**src/rtl/bus_pkg.sv**
```systemverilog
// Shared definitions for the bus slave response path: FSM encoding,
// active-low level constants and default block parameters.
package bus_pkg;

    typedef enum logic [1:0] {
        IDLE = 2'd0,
        WAIT = 2'd1,
        RESP = 2'd2
    } state_t;

    localparam logic ENABLE_  = 1'b0;
    localparam logic DISABLE_ = 1'b1;

    localparam int DEF_CH      = 8;
    localparam int DEF_DATA_W  = 32;
    localparam int DEF_TIMEOUT = 255;

endpackage

```
**src/rtl/bus_slave_resp_mux_if.sv**
```systemverilog
// Slave-channel and master-response signals of the bus response multiplexer.
interface bus_slave_resp_mux_if #(
    parameter int CH     = bus_pkg::DEF_CH,
    parameter int DATA_W = bus_pkg::DEF_DATA_W
);
    localparam int IDX_W = $clog2(CH);

    // Handshake: s_cs_[i] low opens an access on slave i, s_rdy_[i] low with
    // s_rd_data completes it; m_rdy_ low for exactly one cycle presents the
    // response, and m_err/err_ch are only meaningful while m_rdy_ is low.
    logic [CH-1:0]        s_cs_;
    logic [CH*DATA_W-1:0] s_rd_data;
    logic [CH-1:0]        s_rdy_;
    logic [DATA_W-1:0]    m_rd_data;
    logic                 m_rdy_;
    logic                 m_err;
    logic [IDX_W-1:0]     err_ch;

    // Seen from the bus master, the multiplexer is the slave.
    modport slave (
        input  s_cs_, s_rd_data, s_rdy_,
        output m_rd_data, m_rdy_, m_err, err_ch
    );

    modport master (
        output s_cs_, s_rd_data, s_rdy_,
        input  m_rd_data, m_rdy_, m_err, err_ch
    );

endinterface

```
**src/rtl/bus_slave_prio_enc.sv**
```systemverilog
// Lowest-index-wins priority encoder over active-low chip selects.
module bus_slave_prio_enc
    import bus_pkg::*;
#(
    parameter int CH = DEF_CH,
    localparam int IDX_W = $clog2(CH)
) (
    input  logic [CH-1:0]    cs_,
    output logic [IDX_W-1:0] idx,
    output logic             any
);

    assign any = ~(&cs_);

    // Scanning downwards lets the lowest asserted index overwrite the rest.
    always_comb begin
        idx = '0;
        for (int i = CH - 1; i >= 0; i--) begin
            if (cs_[i] == ENABLE_) begin
                idx = IDX_W'(i);
            end
        end
    end

endmodule

```
**src/rtl/bus_slave_resp_mux.sv**
```systemverilog
// Registered slave response multiplexer with latched selection.
// Define BUS_SLAVE_TIMEOUT_EN to build the wait-state watchdog.
module bus_slave_resp_mux
    import bus_pkg::*;
#(
    parameter int CH      = DEF_CH,
    parameter int DATA_W  = DEF_DATA_W,
    parameter int TIMEOUT = DEF_TIMEOUT
) (
    input  logic                clk,
    input  logic                reset_,
    bus_slave_resp_mux_if.slave bus,
    output state_t              dbg_state
);

    localparam int IDX_W = $clog2(CH);

    state_t              state_q, state_d;
    logic [IDX_W-1:0]    sel_q, sel_d;
    logic [DATA_W-1:0]   data_q, data_d;
    logic [IDX_W-1:0]    enc_idx, cur_idx;
    logic                enc_any, cur_rdy;
    logic [DATA_W-1:0]   cur_data;

`ifdef BUS_SLAVE_TIMEOUT_EN
    localparam int CNT_W = $clog2(TIMEOUT + 1);
    logic [CNT_W-1:0]    cnt_q, cnt_d;
    logic                err_q, err_d;
    logic [IDX_W-1:0]    err_ch_q, err_ch_d;
`endif

    bus_slave_prio_enc #(.CH(CH)) u_prio_enc (
        .cs_ (bus.s_cs_),
        .idx (enc_idx),
        .any (enc_any)
    );

    // IDLE looks at the fresh winner; every later cycle uses the latched one.
    assign cur_idx   = (state_q == IDLE) ? enc_idx : sel_q;
    assign cur_data  = bus.s_rd_data[int'(cur_idx)*DATA_W +: DATA_W];
    assign cur_rdy   = (bus.s_rdy_[cur_idx] == ENABLE_);
    assign dbg_state = state_q;

    always_ff @(posedge clk or negedge reset_) begin
        if (!reset_) begin
            state_q  <= IDLE;
            sel_q    <= '0;
            data_q   <= '0;
`ifdef BUS_SLAVE_TIMEOUT_EN
            cnt_q    <= '0;
            err_q    <= 1'b0;
            err_ch_q <= '0;
`endif
        end else begin
            state_q  <= state_d;
            sel_q    <= sel_d;
            data_q   <= data_d;
`ifdef BUS_SLAVE_TIMEOUT_EN
            cnt_q    <= cnt_d;
            err_q    <= err_d;
            err_ch_q <= err_ch_d;
`endif
        end
    end

    always_comb begin
        state_d  = state_q;
        sel_d    = sel_q;
        data_d   = data_q;
`ifdef BUS_SLAVE_TIMEOUT_EN
        cnt_d    = cnt_q;
        err_d    = err_q;
        err_ch_d = err_ch_q;
`endif
        case (state_q)
            IDLE: begin
                if (enc_any) begin
                    sel_d = enc_idx;
                    if (cur_rdy) begin
                        data_d  = cur_data;
                        state_d = RESP;
`ifdef BUS_SLAVE_TIMEOUT_EN
                        err_d    = 1'b0;
                        err_ch_d = '0;
`endif
                    end else begin
                        state_d = WAIT;
`ifdef BUS_SLAVE_TIMEOUT_EN
                        cnt_d = '0;
`endif
                    end
                end
            end
            WAIT: begin
                // Abort beats ready; ready beats the watchdog in the same cycle.
                if (bus.s_cs_[sel_q] == DISABLE_) begin
                    state_d = IDLE;
                end else if (cur_rdy) begin
                    data_d  = cur_data;
                    state_d = RESP;
`ifdef BUS_SLAVE_TIMEOUT_EN
                    err_d    = 1'b0;
                    err_ch_d = '0;
                end else if (cnt_q == CNT_W'(TIMEOUT - 1)) begin
                    data_d   = '0;
                    err_d    = 1'b1;
                    err_ch_d = sel_q;
                    state_d  = RESP;
                end else begin
                    cnt_d = cnt_q + CNT_W'(1);
`endif
                end
            end
            RESP:    state_d = IDLE;
            default: state_d = IDLE;
        endcase
    end

    always_comb begin
        bus.m_rdy_    = DISABLE_;
        bus.m_rd_data = '0;
        bus.m_err     = 1'b0;
        bus.err_ch    = '0;
        if (state_q == RESP) begin
            bus.m_rdy_    = ENABLE_;
            bus.m_rd_data = data_q;
`ifdef BUS_SLAVE_TIMEOUT_EN
            bus.m_err     = err_q;
            bus.err_ch    = err_ch_q;
`endif
        end
    end

endmodule
```
**src/flat_wrapper.sv**
```systemverilog
// flat-port wrapper written by rule: the top's interface ports become plain ports
module bus_slave_resp_mux_flat import bus_pkg::*;
#(
    parameter int CH      = DEF_CH,
    parameter int DATA_W  = DEF_DATA_W,
    parameter int TIMEOUT = DEF_TIMEOUT
)
  (clk, reset_, dbg_state, bus_s_cs_, bus_s_rd_data, bus_s_rdy_, bus_m_rd_data, bus_m_rdy_, bus_m_err, bus_err_ch);
  bus_slave_resp_mux_if #(.CH(CH), .DATA_W(DATA_W)) bus_i ();
  input  logic clk;
  input  logic reset_;
  output state_t dbg_state;
  input wire logic [$bits(bus_i.s_cs_)-1:0] bus_s_cs_;
  input wire logic [$bits(bus_i.s_rd_data)-1:0] bus_s_rd_data;
  input wire logic [$bits(bus_i.s_rdy_)-1:0] bus_s_rdy_;
  output wire logic [$bits(bus_i.m_rd_data)-1:0] bus_m_rd_data;
  output wire logic [$bits(bus_i.m_rdy_)-1:0] bus_m_rdy_;
  output wire logic [$bits(bus_i.m_err)-1:0] bus_m_err;
  output wire logic [$bits(bus_i.err_ch)-1:0] bus_err_ch;
  assign bus_i.s_cs_ = bus_s_cs_;
  assign bus_i.s_rd_data = bus_s_rd_data;
  assign bus_i.s_rdy_ = bus_s_rdy_;
  assign bus_m_rd_data = bus_i.m_rd_data;
  assign bus_m_rdy_ = bus_i.m_rdy_;
  assign bus_m_err = bus_i.m_err;
  assign bus_err_ch = bus_i.err_ch;
  bus_slave_resp_mux #(.CH(CH), .DATA_W(DATA_W), .TIMEOUT(TIMEOUT)) u_core (.clk(clk), .reset_(reset_), .bus(bus_i), .dbg_state(dbg_state));
endmodule
```
**config.mk**
```make
export PLATFORM = sky130hd
export DESIGN_NAME = bus_slave_resp_mux_flat
export DESIGN_NICKNAME = d
export VERILOG_FILES = /design/src/rtl/bus_pkg.sv /design/src/rtl/bus_slave_resp_mux_if.sv /design/src/rtl/bus_slave_prio_enc.sv /design/src/rtl/bus_slave_resp_mux.sv /design/src/flat_wrapper.sv
export SDC_FILE = /design/constraint.sdc
export NUM_CORES = 1
export LEC_CHECK = 0
export ABC_AREA = 1
export CORE_MARGIN = 8
export CORE_UTILIZATION = 35
export CTS_BUF_LIST = sky130_fd_sc_hd__clkbuf_16
export DETAILED_ROUTE_END_ITERATION = 10
export PLACE_DENSITY = 0.73
export SETUP_SLACK_MARGIN = 0.05
export SLEW_MARGIN = 30
export SYNTH_ARGS = -nofsm -noshare
export SYNTH_HDL_FRONTEND = slang
export SYNTH_SLANG_ARGS = --single-unit
```
**constraint.sdc**
```tcl
create_clock -name clk -period 2.79 [get_ports clk]
set_clock_uncertainty 0.05 [all_clocks]
set_input_delay 0.4185 -clock clk [delete_from_list [all_inputs] [get_ports clk]]
set_output_delay 0.4185 -clock clk [all_outputs]
set_load 0.01 [all_outputs]
```
==> impl_metrics.csv <==
group,metric,value,unit
die,initial_core_util,0.352,
clocking,htreeDepth,2,
worst_setup_path,endpoint_kind,"output port",
placed_design,io_buffers,308,
synth,netlist_area,0.00576,mm2
drt,wirelength,24500,um
drt,top_layer,"met4",
drt,dr.first_iter.drc_count,528,
placed_design,gp_congestion,0.861,
worst_setup_path,startpoint_type,"register",
power_and_ir_drop,leakagePower,5.06,nW
timing,tns,0,ps
synth,ys_top_cells_by_area,"nand2_1 24%, nand3_1 24%, inv_1 18%, dfrtp_1 16%, nand3b_1 4.3%",
clocking,cts_sinks,37,
power_and_ir_drop,p_per_area,746,mW/mm2
synth,synthCells,1124,
die,dieWidth,144,um
die,ios,313,
clocking,insertion_delay,280,ps
timing,period_needed,2430,ps
timing,rsz0062_at_grt,"no",
synth,synth_cell_types,25,
clocking,cts_max_path_buffers,2,
synth,syn_avg_cell_area,5.13,um2
worst_hold_path,min_path_type,"in2async",
worst_setup_path,cp.arrival,1960,ps
worst_setup_path,worstPathRequired,2320,ps
finish,nFillCells,1760,
drt,dr.pass1.iters,5,
drt,routed-wl-met3,2090,um
worst_setup_path,crit_type,"reg2out",
drt,ant_nets,0,
timing,final-hold-violation-count,0,
synth,yosysMostFrequentCell,"nand2_1",
global_route,grt.overflow.total,0,
finish,final_layout_size_suffix_gt1_frac,0.0296,
timing,min_period_over_period,0.870,
drt,vias,7504,
die,dieArea,0.0208,mm2
drt,m1WireLength,10500,um
drt,wl_per_cell,15.3,um
synth,synth_edf_count,0,
global_route,grt_max_degree,80,
synth,async_flop_share,1.00,
die,core,0.0163,mm2
power_and_ir_drop,p_total,6.76,mW
worst_setup_path,reg2reg_slack,470,ps
finish,syn_to_final_growth,57.2,%
drt,viasPerCell,4.68,
worst_setup_path,critPathMaxFanout,25,
synth,yosys_warnings,0,
placed_design,dpl.hpwl,19600,um
global_route,grt_pass1_wl,37300,um
global_route,grt_usage,0.227,
synth,post-synth-top-area-fraction,0.241,
synth,synth_common_cells,"370 x nand2_1, 272 x inv_1, 272 x nand3_1, 37 x dfrtp_1",
finish,fin_cells,1605,
drt,drcViolationCount,0,
clocking,post_cts_buffers,0,
synth,ys_ff_latch,37,
global_route,antenna_found_initial,0,
synth,synth_area_leader_cell,"nand2_1",
clocking,clk_pin_slew,60,ps
power_and_ir_drop,peakVddDrop,0.628,mV
clocking,root_buffer,"clkbuf_16",
timing,worst_pin_slew,506,ps
timing,slew_violations,0,
synth,synth_seq_area_share,0.161,
clocking,hold_buffers,0,
synth,dominantRegCellSynth,"dfrtp_1",
timing,relSlewSlack,0.663,
clocking,cts_made_buffers,5,
status,status,"completed",
finish,nets,1657,
timing,finalSetupViolCount,0,
drt,wl_met2,11600,um
clocking,cts_resized,0,
timing,clock.fmax,412,MHz
die,chipHeight,144,um
global_route,grt_pass1_vias,7057,
die,rows,47,
placed_design,placed_cells,1596,
clocking,cts_tree,"done",
run,max_cap_viol_count,0,
registers in the layout (all words and copies together) (netlist names):
register / flops
u_core.sel_q: 3
u_core.data_q: 32
u_core.dbg_state: 2
layer usage:
| layer | up-vias | global-route usage |
|---|---|---|
| met2 | 291 | 0.375 |
| met5 | - | 0 |
| met3 | 20 | 0.0634 |
| met4 | 0 | 0.0433 |
| li1 | 3864 | - |
| met1 | 3329 | 0.291 |
final timing paths:
| check | from | endpoint | cells after the start |
|---|---|---|---|
| max reg2reg | u_core.dbg_state[1] | u_core.data_q[17] | 11 |
| max in group asynchronous | reset_ | u_core.data_q[16] | 1 |
| min | reset_ | u_core.sel_q[1] | 1 |
| min in group clk | u_core.data_q[17] | u_core.data_q[17] | 2 |
| min reg2reg | u_core.data_q[17] | u_core.data_q[17] | 2 |
| max | u_core.dbg_state[0] | bus_m_rd_data[0] | 5 |
worst max-delay path: stages, from the launching register on:
cell,delay [ps]
dfrtp_1,430
inv_1,90
nand2_1,200
buf_12,240
nor2_1,150
clkdlybuf4s50_1,570
cell families (layout without fill, tap and decap cells):
logic type	count (synthesis)	in the layout	synth area share
and+or+nand+nor	722	722	0.560
buffers and inverters	353	610	0.267
DFF	37	37	0.161
AOI/OAI and AO/OA	11	11	0.0115
other	1	5	0.000651
cells in the final DEF (no fill, tap or decap), types with 2 or more instances in the layout:
cell,instances
buf_4,10
nand2_4,3
clkbuf_16,5
dfrtp_1,37
inv_1,273
nand3b_1,33
o21ai_0,6
clkinv_2,2
conb_1,4
buf_12,10
inv_2,3
o21ai_4,2
nand2_1,370
nor2_1,36
a21oi_1,2
nand3_1,272
nand2_2,2
clkdlybuf4s50_1,307
per-stage QoR:
| stage | setup slack [ps] | hold WS (ps) | util | cell area (um2) |
|---|---|---|---|---|
| after global routing | 208 | 93.5 | 0.554 | 9060 |
| after detailed placement | 166 | 409 | 0.545 | 8910 |
| final | 363 | 54.7 | 0.554 | 9060 |
| after floorplan | 1010 | 72.9 | - | 5770 |
| after CTS | 336 | 241 | 0.554 | 9050 |
| after global placement | 155 | 407 | 0.545 | 8910 |
report_power, final:
group	total (mW)	leakage, nW	internal [mW]	switching (mW)
registers	1.03	0.461	0.811	0.221
logic	5.18	4.52	2.00	3.19
clock network	0.541	0.0748	0.324	0.216
cell type report:
class | count | area [um2] | share of cell area
inverters | 275 | 1030 | 0.114
flip-flops and latches | 37 | 926 | 0.102
clock inverters | 3 | 13.8 | 0.00152
repair buffers | 327 | 3350 | 0.370
clock buffers | 5 | 125 | 0.0138
well taps | 220 | 275 | 0.0304
multi-input cells | 737 | 3340 | 0.368
diodes | 1 | 2.50 | 0.000276
Note: power is estimated with default switching activity, not from simulation.
